[config.mk]
export PLATFORM = sky130hd
export DESIGN_NAME = drive_sequencer
export DESIGN_NICKNAME = d
export VERILOG_FILES = /design/src/rtl/drive_sequencer.sv
export SDC_FILE = /design/constraint.sdc
export NUM_CORES = 1
export LEC_CHECK = 0
export CAP_MARGIN = 25
export CORE_AREA = 4 4 67 69
export DETAILED_ROUTE_END_ITERATION = 10
export DIE_AREA = 0 0 71 73
export PLACE_DENSITY = 0.8
export SYNTH_ARGS = -nofsm -noshare
export SYNTH_HDL_FRONTEND = slang
export SYNTH_SLANG_ARGS = --single-unit
export TNS_END_PERCENT = 10
[constraint.sdc]
create_clock -name clk -period 2 [get_ports clk]
set_input_delay 0.3 -clock clk [delete_from_list [all_inputs] [get_ports clk]]
set_output_delay 0.3 -clock clk [all_outputs]
set_load 0.005 [all_outputs]
[src/rtl/drive_sequencer.sv]
// Drive-code sequencer for a 2-bit motor driver: forces a dead band of stop
// between direction changes, enforces a minimum dwell, and latches an e-stop halt.
module drive_sequencer #(
   parameter int DEAD_CYC  = 1000,
   parameter int MIN_DWELL = 5000
) (
   input  logic       clk,
   input  logic       rst_n,
   input  logic       cmd_valid,
   input  logic [1:0] cmd,
   output logic       cmd_ready,
   input  logic       estop,
   input  logic       resume,
   output logic [1:0] state,
   output logic       busy,
   output logic       halted
);

   typedef enum logic [1:0] {ST_STOP, ST_DEAD, ST_RUN, ST_HALT} fsm_t;

   localparam logic [15:0] DEAD_LOAD = 16'(DEAD_CYC - 1);
   localparam logic [15:0] DWELL_MAX = 16'(MIN_DWELL);

   fsm_t        fsm;
   logic [1:0]  target;
   logic [15:0] dead_cnt;
   logic [15:0] dwell_cnt;
   logic        dwell_ok;
   logic        take;

   assign dwell_ok  = dwell_cnt >= DWELL_MAX;
   assign cmd_ready = (fsm == ST_STOP) || ((fsm == ST_RUN) && dwell_ok);
   assign busy      = fsm != ST_STOP;
   assign halted    = fsm == ST_HALT;
   assign take      = cmd_valid && cmd_ready;

   always_ff @(posedge clk) begin
      if (!rst_n) begin
         fsm       <= ST_STOP;
         state     <= 2'b00;
         target    <= 2'b00;
         dead_cnt  <= '0;
         dwell_cnt <= '0;
      end else if (estop) begin
         fsm       <= ST_HALT;
         state     <= 2'b00;
         target    <= 2'b00;
         dead_cnt  <= '0;
         dwell_cnt <= '0;
      end else begin
         case (fsm)
            ST_STOP: begin
               if (take && cmd != 2'b00) begin
                  target   <= cmd;
                  dead_cnt <= DEAD_LOAD;
                  fsm      <= ST_DEAD;
               end
            end
            ST_DEAD: begin
               if (dead_cnt == '0) begin
                  fsm       <= ST_RUN;
                  state     <= target;
                  dwell_cnt <= '0;
               end else begin
                  dead_cnt <= dead_cnt - 16'd1;
               end
            end
            ST_RUN: begin
               if (!dwell_ok) dwell_cnt <= dwell_cnt + 16'd1;
               // A repeat of the current code is accepted but changes nothing.
               if (take) begin
                  if (cmd == 2'b00) begin
                     fsm       <= ST_STOP;
                     state     <= 2'b00;
                     dwell_cnt <= '0;
                  end else if (cmd != target) begin
                     fsm       <= ST_DEAD;
                     state     <= 2'b00;
                     target    <= cmd;
                     dead_cnt  <= DEAD_LOAD;
                     dwell_cnt <= '0;
                  end
               end
            end
            ST_HALT: begin
               if (resume) fsm <= ST_STOP;
            end
            default: fsm <= ST_STOP;
         endcase
      end
   end

endmodule

### Word level (Yosys, flattened, before mapping)

Index checks and enable logic that the tools add are counted.

* add/subtract/negate cells: 2
* $lt $le $gt $ge: 1
* eq/ne operators: 16
* muxes and demuxes: 30
* bitwise operators: 1
* reductions and logical operators: 18

Operators by type and width (count)
* $mux 16: 10
* $pmux 16 s3: 1
* $pmux 16 s2: 1
* $mux 2: 15
* $add 16x1->16 const B: 1
* $ge 16x13->1 const B: 1
* $logic_not 16->1: 1
* $sub 16x1->16 const B: 1
* $reduce_and 5->1: 2
* $ne 3x3->1 const B: 3
* $ne 2x2->1 const B: 4
* $pmux 2 s2: 2
* $pmux 2 s4: 1
* $reduce_bool 2->1: 4
* $reduce_and 6->1: 1
* $eq 2x2->1 const B: 2
* $logic_not 2->1: 2
* $ne 2x1->1 const B: 2
* $ne 4x2->1 const B: 1
* $reduce_and 4->1: 1
* $logic_and 1x1->1: 3
* $ne 3x1->1 const B: 1
* $ne 3x2->1 const B: 1
* $reduce_bool 3->1: 1
* 6 further kinds: 6

* flip-flop bits (word level): 38
* input bits: 7
* output and inout port bits: 5
* logic and storage cells: 73

### Longest topological paths before layout

Gate-level depths: netlist of run 1.

* depth in word-level cells: 8
* mapped depth: 8
* mapped depth without buffers: 8

### Worst setup path before layout of run 1

No wires, ideal clock.

* path kind: register to register
* start: reg dead_cnt[0]
* end: reg dead_cnt[11]
* setup time: 0.074 ns
* arrival time: 1.966 ns
* required time: 1.926 ns
* setup slack: -0.040 ns
* cell stages (with the launch flop): 9
* buffers on the path: 0
* period minus slack after synthesis: 2.040 ns
* cells stage by stage: dfxtp_1 -> inv_1 -> ha_1 -> nor4b_1 -> nand4_1 -> nand2_1 -> a211o_4 -> or4_1 -> a21oi_1

* longest elaborated chain between the ends: 3
* elaborated cells between the ends (all ways): 6
* classes of those cells: add/sub (1); eq/ne (1); mux (2); reduce/logical (2)

Ends and longest elaborated chain
* start, declared: line 26 `logic [15:0] dead_cnt;`
* start signal, assigned: line 65 `dead_cnt <= dead_cnt - 16'd1;`
* $sub 16x1->16 / $logic_not 16->1 (equally long branches): line 65, 60
* $mux 16 / $ne 2x2->1 (equally long branches)
* $pmux 16 s3 / $reduce_and 6->1 (equally long branches)

Parallel ways exist; a longest one is shown, timed or not. The select of a mux whose other input is x is not followed.
A chain may end at the register's enable or synchronous reset.

### Final worst setup path of run 1

* start: reg dwell_cnt[9]
* end: reg dead_cnt[11]

* longest elaborated chain between the ends: 7
* elaborated cells between the ends (all ways): 8
* classes of those cells: order compare (1); eq/ne (2); reduce/logical (5)

Ends and longest elaborated chain
* start, declared: line 27 `logic [15:0] dwell_cnt;`
* start signal, assigned: line 69 `if (!dwell_ok) dwell_cnt <= dwell_cnt + 16'd1;`
* $ge 16x13->1 (*): line 31 `assign dwell_ok = dwell_cnt >= DWELL_MAX;`
* $logic_and 1x1->1 (*): line 32 `assign cmd_ready = (fsm == ST_STOP) || ((fsm == ST_RUN) && dwell_ok);`
* $logic_or 1x1->1 (*): line 32
* $logic_and 1x1->1 (*): line 35 `assign take = cmd_valid && cmd_ready;`
* $logic_and 1x1->1: line 53 `if (take && cmd != 2'b00) begin`
* $ne 2x1->1 (no line)
* $reduce_and 6->1 (no line) (*)

Mark *: on every way between the ends. The rest lies on a longest branch, timed or not.

==> summary.txt, run 1 <==
Outcome
  • Status: finished with violations
  • Failing checks: negative setup slack

Global routing
  • Vias in the first global route: 1,969
  • Aggregate global-route resource usage: 0.210
  • GRT met1 Usage: 0.260
  • GR peak layer: met2
  • Largest net degree at the start of global routing: 16
  • First-pass GRT wire length: 8680 microns
  • Initial antenna violation count: 0
  • Met3 Track Usage GR: 0.0510
  • Met2 Usage GRT: 0.350
  • Congestion Overflow GR: 0

Floorplanning
  • Die height: 73 microns
  • Initial Util: 0.519
  • I/O Pins: 12
  • # rows: 23
  • Core area: 0.00391 sq mm
  • Die area: 0.00518 sq mm
  • Die X: 71 microns

STA
  • Fmax: 482 MHz
  • Fin. max-slew vios: 0
  • RSZ-0062 raised after global routing: true
  • Fin. Hold Viols: 0
  • Clk_skew: 12.2 ps
  • Final period util: 1.04
  • Total negative slack: -75.9 ps
  • Slew @ Worst Pin: 495 ps
  • Minimum clock period: 2080 ps
  • Slew margin rel.: 0.661
  • Final setup viols: 1
  • Final hold slack: 465 ps
  • Setup slack after layout: -75.9 ps

Placement
  • Post-DP HPWL: 3770 microns
  • Port Buffer Count: 11
  • Inst Count DP: 347
  • RD Place Congestion: 0.878

Drt
  • Vias: 2,102
  • # DRC: 0
  • 1st-iter DRT viols: 169
  • Final WL: 5160 microns
  • Pre-antenna DRT Iters: 5
  • Wirelength per Cell: 14.3 microns
  • Vias/cell: 5.84
  • Post-route ant nets: 0

Clock network
  • Hold-fix buffers, CTS: 0
  • Worst-path clk slew: 80 ps
  • Root Driver: clkbuf_8
  • Worst-Skew Late Latency: 300 ps
  • CTS tree: built
  • CTS H-tree lvls: 2
  • Total CTS buffers: 5
  • Clk sinks: 38
  • Max clock buf depth: 2

Cells and area
  • Nets@finish: 319
  • Finished Layout Cells: 360
  • Area grow syn2layout: 31.8%
  • Most frequent cells in the layout: buf_4 (50), dfxtp_1 (32), nor2_1 (24)
  • Commonest non-fill, non-tap cell in the layout: buf_4
  • Layout cells sized above 1: 0.248
  • Antenna diodes: 0

Worst hold path
  • Hold Path Class: flip-flop to flip-flop
  • Hold Path Depth: 1

Run
  • Max Cap Violations: 0

Synthesis
  • Yosys reg bits: 38
  • Top FF cell, synth: dfxtp_1
  • EDFF count, synth: 0
  • Mapped Area: 0.00203 sq mm
  • Post-Synthesis Net Count: 263
  • Seq/Total Area, Yosys: 0.375
  • Post-synthesis cell type count: 49
  • Async SR Flop Fraction: 0
  • Synth Area per Inst: 8.03 sq um
  • Cells after Synth: 253
  • Synth warn: 0

Setup path
  • Kind of critical path: flip-flop to flip-flop
  • Critical Path AT: 2290 ps
  • Crit path capture type: flip-flop
  • Worst r2r path cells: 7
  • Critical-path cell list: nand4_1, o211a_1, buf_4, a21o_4, a211o_4, or4_4, a21oi_2
  • Max Fanout on Critical Path: 6
  • Startpoint types: flip-flop
  • CP max-delay cell: or4_4
  • Slowest cell delay on critical path: 430 ps
  • Data required, critical path: 2220 ps

Power and ir drop
  • Lkg Pwr: 1.06 nW
  • PD cells: 745 mW/mm^2
  • Worst vdd ir: 416 uV
## registers in the layout (all words and copies together) (netlist names)
register,count
dead_cnt,16
dwell_cnt,16
fsm,2
state,2
target,2
## synthesized netlist by cell type (all sizes together) (2+ instances only)
cell type	instances	area, sq um
dfxtp	38	761
nor2	25	93.8
o21ai	22	110
a21oi	20	100
nand2	17	63.8
nand4	10	62.6
clkbuf	9	33.8
inv	9	33.8
or3	8	50.1
xnor2	8	70.1
nand3	7	35.0
nor3	7	35.0
a31oi	5	31.3
and2	5	31.3
a211oi	4	30.0
nor2b	4	25.0
nor4	4	25.0
o211ai	4	30.0
o31ai	4	30.0
xor2	4	35.0
buf	3	13.8
ha	3	37.5
a2111oi	2	17.5
a21o	2	22.5
a221oi	2	17.5
a311oi	2	17.5
a32o	2	20.0
mux2i	2	20.0
nand2b	2	12.5
o21a	2	15.0
or2	2	12.5
## timing repair
action	CTS	global route
buffers inserted	1	4
pin swaps	4	7
resized for setup	2	19
endpoints found under the setup margin	2	31
## power by group
group	leakage, nW	internal, W	switching [W]
Combinational	0.702	0.000316	0.000293
Clock	0.0482	0.000278	0.000277
Sequential	0.311	0.000790	0.0000401
## cells by family (layout without fill, tap and decap cells)
family,Yosys count,count (layout),synth area share
fa+ha+maj,3,3,0.0185
mux,2,2,0.00986
flops,38,38,0.375
buf+inv,21,78,0.0400
simple gates,99,99,0.254
compound gates,78,78,0.251
xor+xnor,12,12,0.0518
## layer usage
| metal | part of all wire | up-vias | wire (microns) |
|---|---|---|---|
| li1 | - | 1052 | - |
| met1 | 0.46 | 978 | 2360 |
| met4 | 0.022 | 0 | 111 |
| met3 | 0.045 | 13 | 231 |
| met5 | 0 | - | 0 |
| met2 | 0.48 | 59 | 2450 |
## critical path: cells and delay by family (launching register included)
kind,cells,cell delay [ps]
AOI/OAI and AO/OA,4,970
buffers and inverters,1,140
DFF,1,330
and+or+nand+nor,2,550
## cell type report
cell class	count	area (sq um)
clock buffers	7	86.3
inverters	9	33.8
repair buffers	61	484
multi-input cells	194	1240
well taps	50	62.6
clock inverters	1	5.00
flip-flops and latches	38	768
fillers	318	1240
## worst paths after layout
check,slack [ps],end,start
setup / recovery,-80,dead_cnt[11]$_SDFFE_PP0P_,dwell_cnt[9]$_SDFFE_PP0P_
hold / removal,460,dwell_cnt[13]$_SDFFE_PP0P_,dwell_cnt[13]$_SDFFE_PP0P_
setup reg to reg,-80,dead_cnt[11]$_SDFFE_PP0P_,dwell_cnt[9]$_SDFFE_PP0P_
hold reg to reg,460,dwell_cnt[13]$_SDFFE_PP0P_,dwell_cnt[13]$_SDFFE_PP0P_
## per-stage QoR
step	total power [W]	worst slack, ps	instance area, sq um	utilization
floorplan	0.00116	8.50	2030	-
global placement	0.00137	-213	2500	0.638
detailed placement	0.00138	-241	2500	0.638
CTS	0.00193	-71.5	2590	0.663
global route	0.00210	-123	2680	0.684
finish	0.00199	-75.9	2680	0.684
No activity file was read; power rests on OpenSTA's default activity.
==> run 2: changes to the inputs <==
--- a/config.mk
+++ b/config.mk
@@ -9,7 +9,7 @@
 export CORE_AREA = 4 4 67 69
 export DETAILED_ROUTE_END_ITERATION = 10
 export DIE_AREA = 0 0 71 73
-export PLACE_DENSITY = 0.8
+export PLACE_DENSITY = 0.74
 export SYNTH_ARGS = -nofsm -noshare
 export SYNTH_HDL_FRONTEND = slang
 export SYNTH_SLANG_ARGS = --single-unit
==> run 2 against run 1 <==
Via count is 1.0% lower. Critical path depth stayed put. Critical path type unchanged. Final cell count down 0.56%. Sequential power hardly changed. Setup slack better by 29 ps. The run still ends with negative setup slack left. Design area up 1.6%. Clock-buffer cell count is 1 lower. Maximum frequency rose by 1.4%. Highest routed layer unchanged. Register-to-register slack better by 30 ps.
==> summary.txt, run 2 (synthesis gave the netlist of run 1 again) <==
Run
  • Max Cap Violations: 0

Setup path
  • Crit. path cell count: 7
  • Crit-path leading delay family: compound AO/OA/AOI/OAI gates
  • Worst r2r path cells: 7
  • Critical-path cell list: nand4_1, o211a_1, buf_4, a21o_4, a211o_4, or4_4, a21oi_2
  • CP max-delay cell: or4_4
  • Max Fanout on Critical Path: 6
  • Data required, critical path: 2230 ps
  • Critical Path AT: 2270 ps
  • Slowest cell delay on critical path: 420 ps
  • Kind of critical path: flip-flop to flip-flop
  • Worst path bufs/invs: 1
  • Startpoint types: flip-flop
  • Crit path capture type: flip-flop

STA
  • Slew @ Worst Pin: 518 ps
  • Fin. max-slew vios: 0
  • Final setup viols: 2
  • Fmax: 489 MHz
  • Slew margin rel.: 0.652
  • Setup slack after layout: -47.0 ps
  • Total negative slack: -84.7 ps
  • Fin. Hold Viols: 0
  • Minimum clock period: 2050 ps
  • Final period util: 1.02
  • RSZ-0062 raised after global routing: true
  • Clk_skew: 7.29 ps

Global routing
  • Congestion Overflow GR: 0
  • Aggregate global-route resource usage: 0.214
  • Vias in the first global route: 2,003
  • Largest net degree at the start of global routing: 16
  • Initial antenna violation count: 0
  • First-pass GRT wire length: 8940 microns

Cells and area
  • Nets@finish: 317
  • Finished Cell Area: 0.00272 sq mm
  • Post-layout util: 0.695
  • Antenna diodes: 0
  • Top flop regs: dead_cnt: 16 flops, dwell_cnt: 16 flops
  • Number of fill cells: 332
  • Layout cells sized above 1: 0.253
  • Commonest non-fill, non-tap cell in the layout: buf_4
  • Area grow syn2layout: 33.9%
  • Most frequent cells in the layout: buf_4 (48), dfxtp_1 (31), nor2_1 (25)

Clock network
  • Max clock buf depth: 2
  • Total CTS buffers: 5
  • Clk sinks: 38
  • Root Driver: clkbuf_8
  • Worst-path clk slew: 80 ps
  • Worst-Skew Late Latency: 290 ps
  • CTS H-tree lvls: 2
  • CTS tree: built

Placement
  • Dpl cell area: 0.00248 sq mm
  • Post-DP HPWL: 3770 microns
  • Post-place setup slack: -256 ps
  • RD Place Congestion: 0.892
  • Port Buffer Count: 11

Worst hold path
  • Hold Path Class: flip-flop to flip-flop
  • Hold Path Depth: 2

Drt
  • Final WL: 5190 microns
  • Post-route ant nets: 0
  • Wirelength per Cell: 14.5 microns
  • Pre-antenna DRT Iters: 4
  • Vias/cell: 5.81
  • 1st-iter DRT viols: 102
  • # DRC: 0
  • Vias: 2,080

Floorplanning
  • # rows: 23
  • Die height: 73 microns
  • Die area: 0.00518 sq mm
  • Initial Util: 0.519
  • I/O Pins: 12
  • Die X: 71 microns
  • Core area: 0.00391 sq mm

Power and ir drop
  • Lkg Pwr: 1.08 nW
  • Worst vdd ir: 595 uV
  • PD cells: 825 mW/mm^2
  • Tot Pwr: 0.00224 W

Outcome
  • Status: finished with violations
  • Failing checks: negative setup slack
==> run 2: cell types whose count changed in the layout (fill, tap and decap cells not counted), moves of 2 or more <==
cell	change
o21ai_0	+3
o21ai_1	-3
buf_4	-2
bufinv_16	+2
==> run 2: cell type report <==
cell class,instances,area (sq um),share of cell area
clock buffers,6,82.6,0.0304
well taps,50,62.6,0.0230
inverters,9,33.8,0.0124
flip-flops and latches,38,769,0.283
multi-input cells,194,1240,0.457
clock inverters,2,60.1,0.0221
repair buffers,59,469,0.172
==> run 2: stage by stage <==
stage,hold slack [ps],std cells
2_1_floorplan,417,253
3_3_place_gp,443,345
3_5_place_dp,448,345
4_1_cts,466,354
5_1_grt,483,358
6_report,461,358
==> run 2: worst paths after layout <==
check	slack, ps	to	from
max	-50	dead_cnt[11]$_SDFFE_PP0P_	dwell_cnt[12]$_SDFFE_PP0P_
min	460	state[0]$_SDFFE_PP0P_	state[0]$_SDFFE_PP0P_
max reg2reg	-50	dead_cnt[11]$_SDFFE_PP0P_	dwell_cnt[12]$_SDFFE_PP0P_
min reg2reg	460	state[0]$_SDFFE_PP0P_	state[0]$_SDFFE_PP0P_
==> run 2: metal layers <==
| layer | global-route usage | share of wire | vias up |
|---|---|---|---|
| met5 | 0 | 0 | - |
| met4 | 0.0710 | 0.021 | 0 |
| met3 | 0.0468 | 0.034 | 12 |
| met2 | 0.367 | 0.49 | 46 |
| met1 | 0.268 | 0.45 | 974 |
| li1 | - | - | 1048 |
==> run 2: worst register-to-register path: cells and delay by family, from the launching register on <==
kind	cells	cell delay [ps]
flops	1	340
buf+inv	1	150
compound gates	4	950
simple gates	2	550
==> run 2: what timing repair did <==
| action | 4_1_cts | 5_1_grt |
|---|---|---|
| gates resized for setup | 5 | 15 |
| setup buffers | 1 | 4 |
| pin swaps | 4 | 4 |
| hold buffers | 0 | 0 |
| endpoints found under the setup margin | 27 | 28 |
==> run 2: where the power goes <==
part           total, W  internal [W]  switching [W]  leakage (nW)
combinational  0.000599      0.000308       0.000290         0.694
clock          0.000816      0.000532       0.000284        0.0714
sequential     0.000830      0.000790      0.0000398         0.311
total           0.00224       0.00163       0.000614          1.08
